$ cat config.mk
export PLATFORM = sky130hd
export DESIGN_NAME = bcd_event_timer
export DESIGN_NICKNAME = d
export VERILOG_FILES = /design/src/rtl/bcd_event_timer.sv
export SDC_FILE = /design/constraint.sdc
export NUM_CORES = 1
export LEC_CHECK = 0
export CAP_MARGIN = 20
export CORE_MARGIN = 2
export CORE_UTILIZATION = 45
export CTS_CLUSTER_SIZE = 12
export DETAILED_ROUTE_END_ITERATION = 12
export PLACE_DENSITY = 0.68
export SETUP_SLACK_MARGIN = 0.3
export SYNTH_ARGS = -nofsm -noshare
export SYNTH_HDL_FRONTEND = slang
export SYNTH_SLANG_ARGS = --single-unit
$ cat constraint.sdc
create_clock -name CLOCK_50 -period 3.1 [get_ports CLOCK_50]
set_input_delay 0.62 -clock CLOCK_50 [delete_from_list [all_inputs] [get_ports CLOCK_50]]
set_output_delay 0.62 -clock CLOCK_50 [all_outputs]
set_load 0.1 [all_outputs]
$ cat src/rtl/bcd_event_timer.sv
// Prescaled N-digit BCD up/down counter with active-low 7-segment outputs.
// Optional saturating mode: define BCD_TIMER_SAT_EN to hold at the limits instead of wrapping.
module bcd_event_timer #(
    parameter int DIGITS   = 4,
    parameter int TICK_DIV = 50_000_000
) (
    input  logic                  CLOCK_50,
    input  logic                  reset,
    input  logic                  enable,
    input  logic                  clear,
    input  logic                  down,
    input  logic                  load,
    input  logic [4*DIGITS-1:0]   load_value,
    output logic [4*DIGITS-1:0]   count,
    output logic [7*DIGITS-1:0]   hex,
    output logic                  tick,
    output logic                  wrap
);

    localparam int              PW        = (TICK_DIV > 1) ? $clog2(TICK_DIV) : 1;
    localparam logic [PW-1:0]   PRESC_MAX = PW'(TICK_DIV - 1);

    logic [PW-1:0]          presc_r;
    logic [4*DIGITS-1:0]    count_r;
    logic                   tick_r;
    logic                   wrap_r;
    logic [4*DIGITS-1:0]    stepped_s;
    logic [4*DIGITS-1:0]    loaded_s;
    logic                   ripple_s;
    logic                   step_s;

    function automatic logic [3:0] clamp_digit(input logic [3:0] d);
        if (d > 4'd9) begin
            return 4'd9;
        end else begin
            return d;
        end
    endfunction

    function automatic logic [6:0] seg7(input logic [3:0] d);
        logic [6:0] s;
        case (d)
            4'd0:    s = 7'b100_0000;
            4'd1:    s = 7'b111_1001;
            4'd2:    s = 7'b010_0100;
            4'd3:    s = 7'b011_0000;
            4'd4:    s = 7'b001_1001;
            4'd5:    s = 7'b001_0010;
            4'd6:    s = 7'b000_0010;
            4'd7:    s = 7'b111_1000;
            4'd8:    s = 7'b000_0000;
            4'd9:    s = 7'b001_1000;
            default: s = 7'b111_1111;
        endcase
        return s;
    endfunction

    assign step_s = enable && (presc_r == PRESC_MAX);

    // Next count after one step; ripple_s set means every digit rolled over.
    always_comb begin
        stepped_s = count_r;
        ripple_s  = 1'b1;
        for (int i = 0; i < DIGITS; i++) begin
            if (ripple_s) begin
                if (!down) begin
                    if (count_r[4*i +: 4] == 4'd9) begin
                        stepped_s[4*i +: 4] = 4'd0;
                    end else begin
                        stepped_s[4*i +: 4] = count_r[4*i +: 4] + 4'd1;
                        ripple_s            = 1'b0;
                    end
                end else begin
                    if (count_r[4*i +: 4] == 4'd0) begin
                        stepped_s[4*i +: 4] = 4'd9;
                    end else begin
                        stepped_s[4*i +: 4] = count_r[4*i +: 4] - 4'd1;
                        ripple_s            = 1'b0;
                    end
                end
            end else begin
                stepped_s[4*i +: 4] = count_r[4*i +: 4];
            end
        end
    end

    // Clamp out-of-range load nibbles to 9.
    always_comb begin
        loaded_s = '0;
        for (int i = 0; i < DIGITS; i++) begin
            loaded_s[4*i +: 4] = clamp_digit(load_value[4*i +: 4]);
        end
    end

    // Prescaler, count and step-pulse registers; reset > clear > load > step.
    always_ff @(posedge CLOCK_50) begin
        if (reset) begin
            presc_r <= '0;
            count_r <= '0;
            tick_r  <= 1'b0;
            wrap_r  <= 1'b0;
        end else if (clear) begin
            presc_r <= '0;
            count_r <= '0;
            tick_r  <= 1'b0;
            wrap_r  <= 1'b0;
        end else if (load) begin
            presc_r <= '0;
            count_r <= loaded_s;
            tick_r  <= 1'b0;
            wrap_r  <= 1'b0;
        end else if (step_s) begin
            presc_r <= '0;
            tick_r  <= 1'b1;
`ifdef BCD_TIMER_SAT_EN
            count_r <= ripple_s ? count_r : stepped_s;
            wrap_r  <= 1'b0;
`else
            count_r <= stepped_s;
            wrap_r  <= ripple_s;
`endif
        end else if (enable) begin
            presc_r <= presc_r + PW'(1);
            tick_r  <= 1'b0;
            wrap_r  <= 1'b0;
        end else begin
            tick_r  <= 1'b0;
            wrap_r  <= 1'b0;
        end
    end

    // Segment decode follows the registered count directly.
    always_comb begin
        hex = '1;
        for (int i = 0; i < DIGITS; i++) begin
            hex[7*i +: 7] = seg7(count_r[4*i +: 4]);
        end
    end

    assign count = count_r;
    assign tick  = tick_r;
    assign wrap  = wrap_r;

endmodule
==> impl_metrics.csv <==
group,metric,value,unit
outcome,status,"finished clean",
floorplanning,rows,36,
placement,portBuffers,67,
global_route,grt-ovfl-total,0,
floorplanning,dieHeight,103.8,um
floorplanning,die_x,103.8,um
worst_setup_path,cp-start-kind,"register",
clock_network,clockRootBuffer,"clkbuf_8",
sta,slew_headroom,73.43,%
global_route,grt_antenna_before_repair,0,
hold_path,hold_start,"presc_r[14]",
global_route,first_global_vias,4087,
global_route,grt_start_max_net_pins,25,
clock_network,cts.htree.levels,3,
global_route,grt_pass1_wl,18860,um
hold_path,hp-class,"reg -> reg",
finish,stdcell_area,0.006008,sq mm
yosys,synth_top_cell_by_area,"dfxtp_1",
placement,dp_hpwl,8488,um
placement,place_area,0.005600,sq mm
yosys,synth_ff_type,"dfxtp_1",
placement,place.gp.congestion,0.8789,
finish,final_cell_mix,"112 x buf_4, 58 x dfxtp_1, 47 x nor2_1",
worst_setup_path,reg2reg_slack,430,ps
power_and_ir_drop,p_leak,0.002637,uW
worst_setup_path,cp_max_fo,7,
power_and_ir_drop,p_comb_share,25.2,%
yosys,synthTopCellsByArea,"dfxtp_1 32%, ha_1 9.5%, nor2_1 3.9%",
floorplanning,die_area,0.01077,sq mm
yosys,synth.top_cell.area_share,32.17,%
power_and_ir_drop,total_power,2343,uW
routing,vias,4313,
worst_setup_path,cpPeakStageDelay,390,ps
worst_setup_path,ff2ff_path_depth,14,
power_and_ir_drop,power_switching,793.4,uW
worst_setup_path,crit_chain,"inv_4, ha_4, nor4bb_4, buf_4, o22ai_2, nor4_4, buf_4, nor2_1, o311a_1, buf_4, ha_1, inv_1, a21o_1, a21oi_1",
global_route,grt_use_total,21.11,%
routing,wl_per_cell,14.42,um
sta,finalSetupViolCount,0,
worst_setup_path,slowest_stage,"dfxtp_4",
clock_network,numCtsBuffers,9,
routing,wl_met2,5695,um
floorplanning,start_util,46.05,%
clock_network,clk_transition_reported_paths,80,ps
power_and_ir_drop,ir_drop,224.0,uV
yosys,yosysWarnings,0,
worst_setup_path,cp.depth,14,
yosys,syn_nets,593,
finish,fin_nets,716,
yosys,ys_seq_elements,72,
power_and_ir_drop,p_sw_share,33.87,%
routing,drt_iter0_drc,123,
sta,clock.fmax,0.3740,GHz
worst_setup_path,worstPathRequired,3330,ps
worst_setup_path,cp-startpoint,"count[0]",
clock_network,clk_latency,360,ps
yosys,syn_area,0.004481,sq mm
clock_network,clock_sinks,72,
yosys,ys_types,67,
run,cap_viol_max_count,0,
sta,period_share,86.25,%
yosys,syn_avg_cell_area,8.344,sq um
clock_network,cts_tree,"yes",
sta,slew_viol_final,0,
sta,fin_skew,10.21,ps
finish,utilization,61.75,%
clock_network,clockBufferDepth,2,
sta,fin_setup_tns,0,ps
yosys,syn-instance-count,537,
sta,tightestPinTransition,396.9,ps
yosys,synth_edf_count,0,
routing,drt_wl_total,11510,um
finish,antennaDiodeCount,0,
finish,area_delta_synth_final,34.10,%
sta,final_period_minus_worst_setup_slack,2674,ps
routing,via_per_inst,5.405,
finish,layout-drive-gt1-share,28.42,%
finish,fillers,879,
worst_setup_path,timing.rr.end,"hex[27]",
routing,ant_nets,0,
power_and_ir_drop,p_seq_share,42.0,%
routing,drc,0,
floorplanning,core_region_area,0.009729,sq mm
sta,finalHoldViolations,0,
finish,layout_commonest_cell,"buf_4",
routing,dr_wl_met3,468,um
power_and_ir_drop,pwr-share-clk,32.8,%
worst_setup_path,critPathMostFrequentCell,"buf_4",
routing,maxUsedRoutingLayer,"met4",
worst_setup_path,cp.arrival,2900,ps
routing,drt-pass1-iter-count,4,
worst_setup_path,reg2reg_from,"count[0]",
power_and_ir_drop,power_density,389.9,mW/mm^2
yosys,synthArstFlopShare,0,%
power_and_ir_drop,internal-power,1549,uW
worst_setup_path,endpoint_kind,"register",
floorplanning,ios,68,
worst_setup_path,path_class,"reg -> reg",
worst_setup_path,critical_path_buf_inv_count,5,
worst_setup_path,endpoint,"hex[27]",
sta,rsz0062_at_grt,"true",
worst_setup_path,cp_top_family,"buffers and inverters",
yosys,ys_seq_area_share,32.17,%
routing,drt-met1-wl,5208,um
[power groups by stage]
| stage | clock network (uW) | logic (uW) | registers [uW] |
|---|---|---|---|
| after floorplan | 0 | 171 | 1240 |
| after global placement | 0 | 563 | 1000 |
| after detailed placement | 0 | 571 | 1000 |
| after CTS | 794 | 574 | 982 |
| after global routing | 832 | 624 | 988 |
| final | 769 | 590 | 984 |
[final cells by class]
class                      count  area, sq um  share of cell area (%)
clock buffer                  13        190.2                   3.165
clock inverter                 3        21.27                  0.3540
inverter                      44        171.4                   2.853
multi-input combinational    398         2905                   48.35
sequential                    72         1471                   24.49
tap                          133        166.4                   2.770
timing repair buffer         135         1082                   18.01
[tightest hold or removal path, delay by kind of cell (launching register included)]
kind	cells	cell delay (ps)
compound gates	2	130
flops	1	330
[cell usage after synthesis (4+ instances only)]
cell	instances
and4_1	4
nor2b_1	5
nand3_1	23
mux2i_1	13
xnor2_1	11
o21ai_0	29
nand3b_1	5
nand2_1	34
buf_2	7
xor2_1	17
and2_1	4
nor2_1	47
clkbuf_1	15
a211oi_1	4
dfxtp_1	72
nand4_1	7
nand2b_1	6
and3b_1	5
or3_1	4
o31ai_1	6
and3_1	11
nor3_1	15
inv_1	42
a31oi_1	9
nor3b_1	9
ha_1	34
a21oi_1	32
o221ai_1	4
[cell families after synthesis]
logic type	Yosys count	synth area share [%]
flops	72	32.17
buf+inv	67	6.004
mux	16	3.742
fa+ha+maj	34	9.495
xor+xnor	28	5.473
compound gates	128	19.44
simple gates	192	23.68
[flip-flops by register name, indices dropped and copies added (netlist names)]
| register | cells |
|---|---|
| count | 16 |
| presc_r | 26 |
| wrap | 1 |
| hex | 28 |
| tick | 1 |
[repair_timing]
action                     CTS  global route
buffers inserted             1             6
gates cloned                 0             0
pin swaps                    2             6
hold buffers                 0             0
resized for setup            7            30
setup endpoints to repair   16            28
[per-layer routing]
layer  vias to the layer above  track usage, %
li1                       2154               -
met3                        14           4.657
met4                         0           6.660
met2                        97           35.86
met1                      2048           26.71
met5                         -               0
[worst min-delay path by stage]
stage	endpoint	slack (ps)	depth (start not counted)
3_5_place_dp	presc_r[23]	500	2
4_1_cts	presc_r[14]	510	2
2_1_floorplan	presc_r[15]	470	2
5_1_grt	presc_r[14]	530	2
6_report	presc_r[14]	500	2
3_3_place_gp	presc_r[15]	480	2
[stage by stage]
step,hold WS (ps),setup WS [ps],cells
after floorplan,466.9,268.9,537
after global placement,478.8,-175.9,775
after detailed placement,495.2,-271.1,775
after CTS,508.1,307.0,792
after global routing,534.7,260.9,798
final,504.2,426.3,798
No activity file was read; power rests on OpenSTA's default activity.
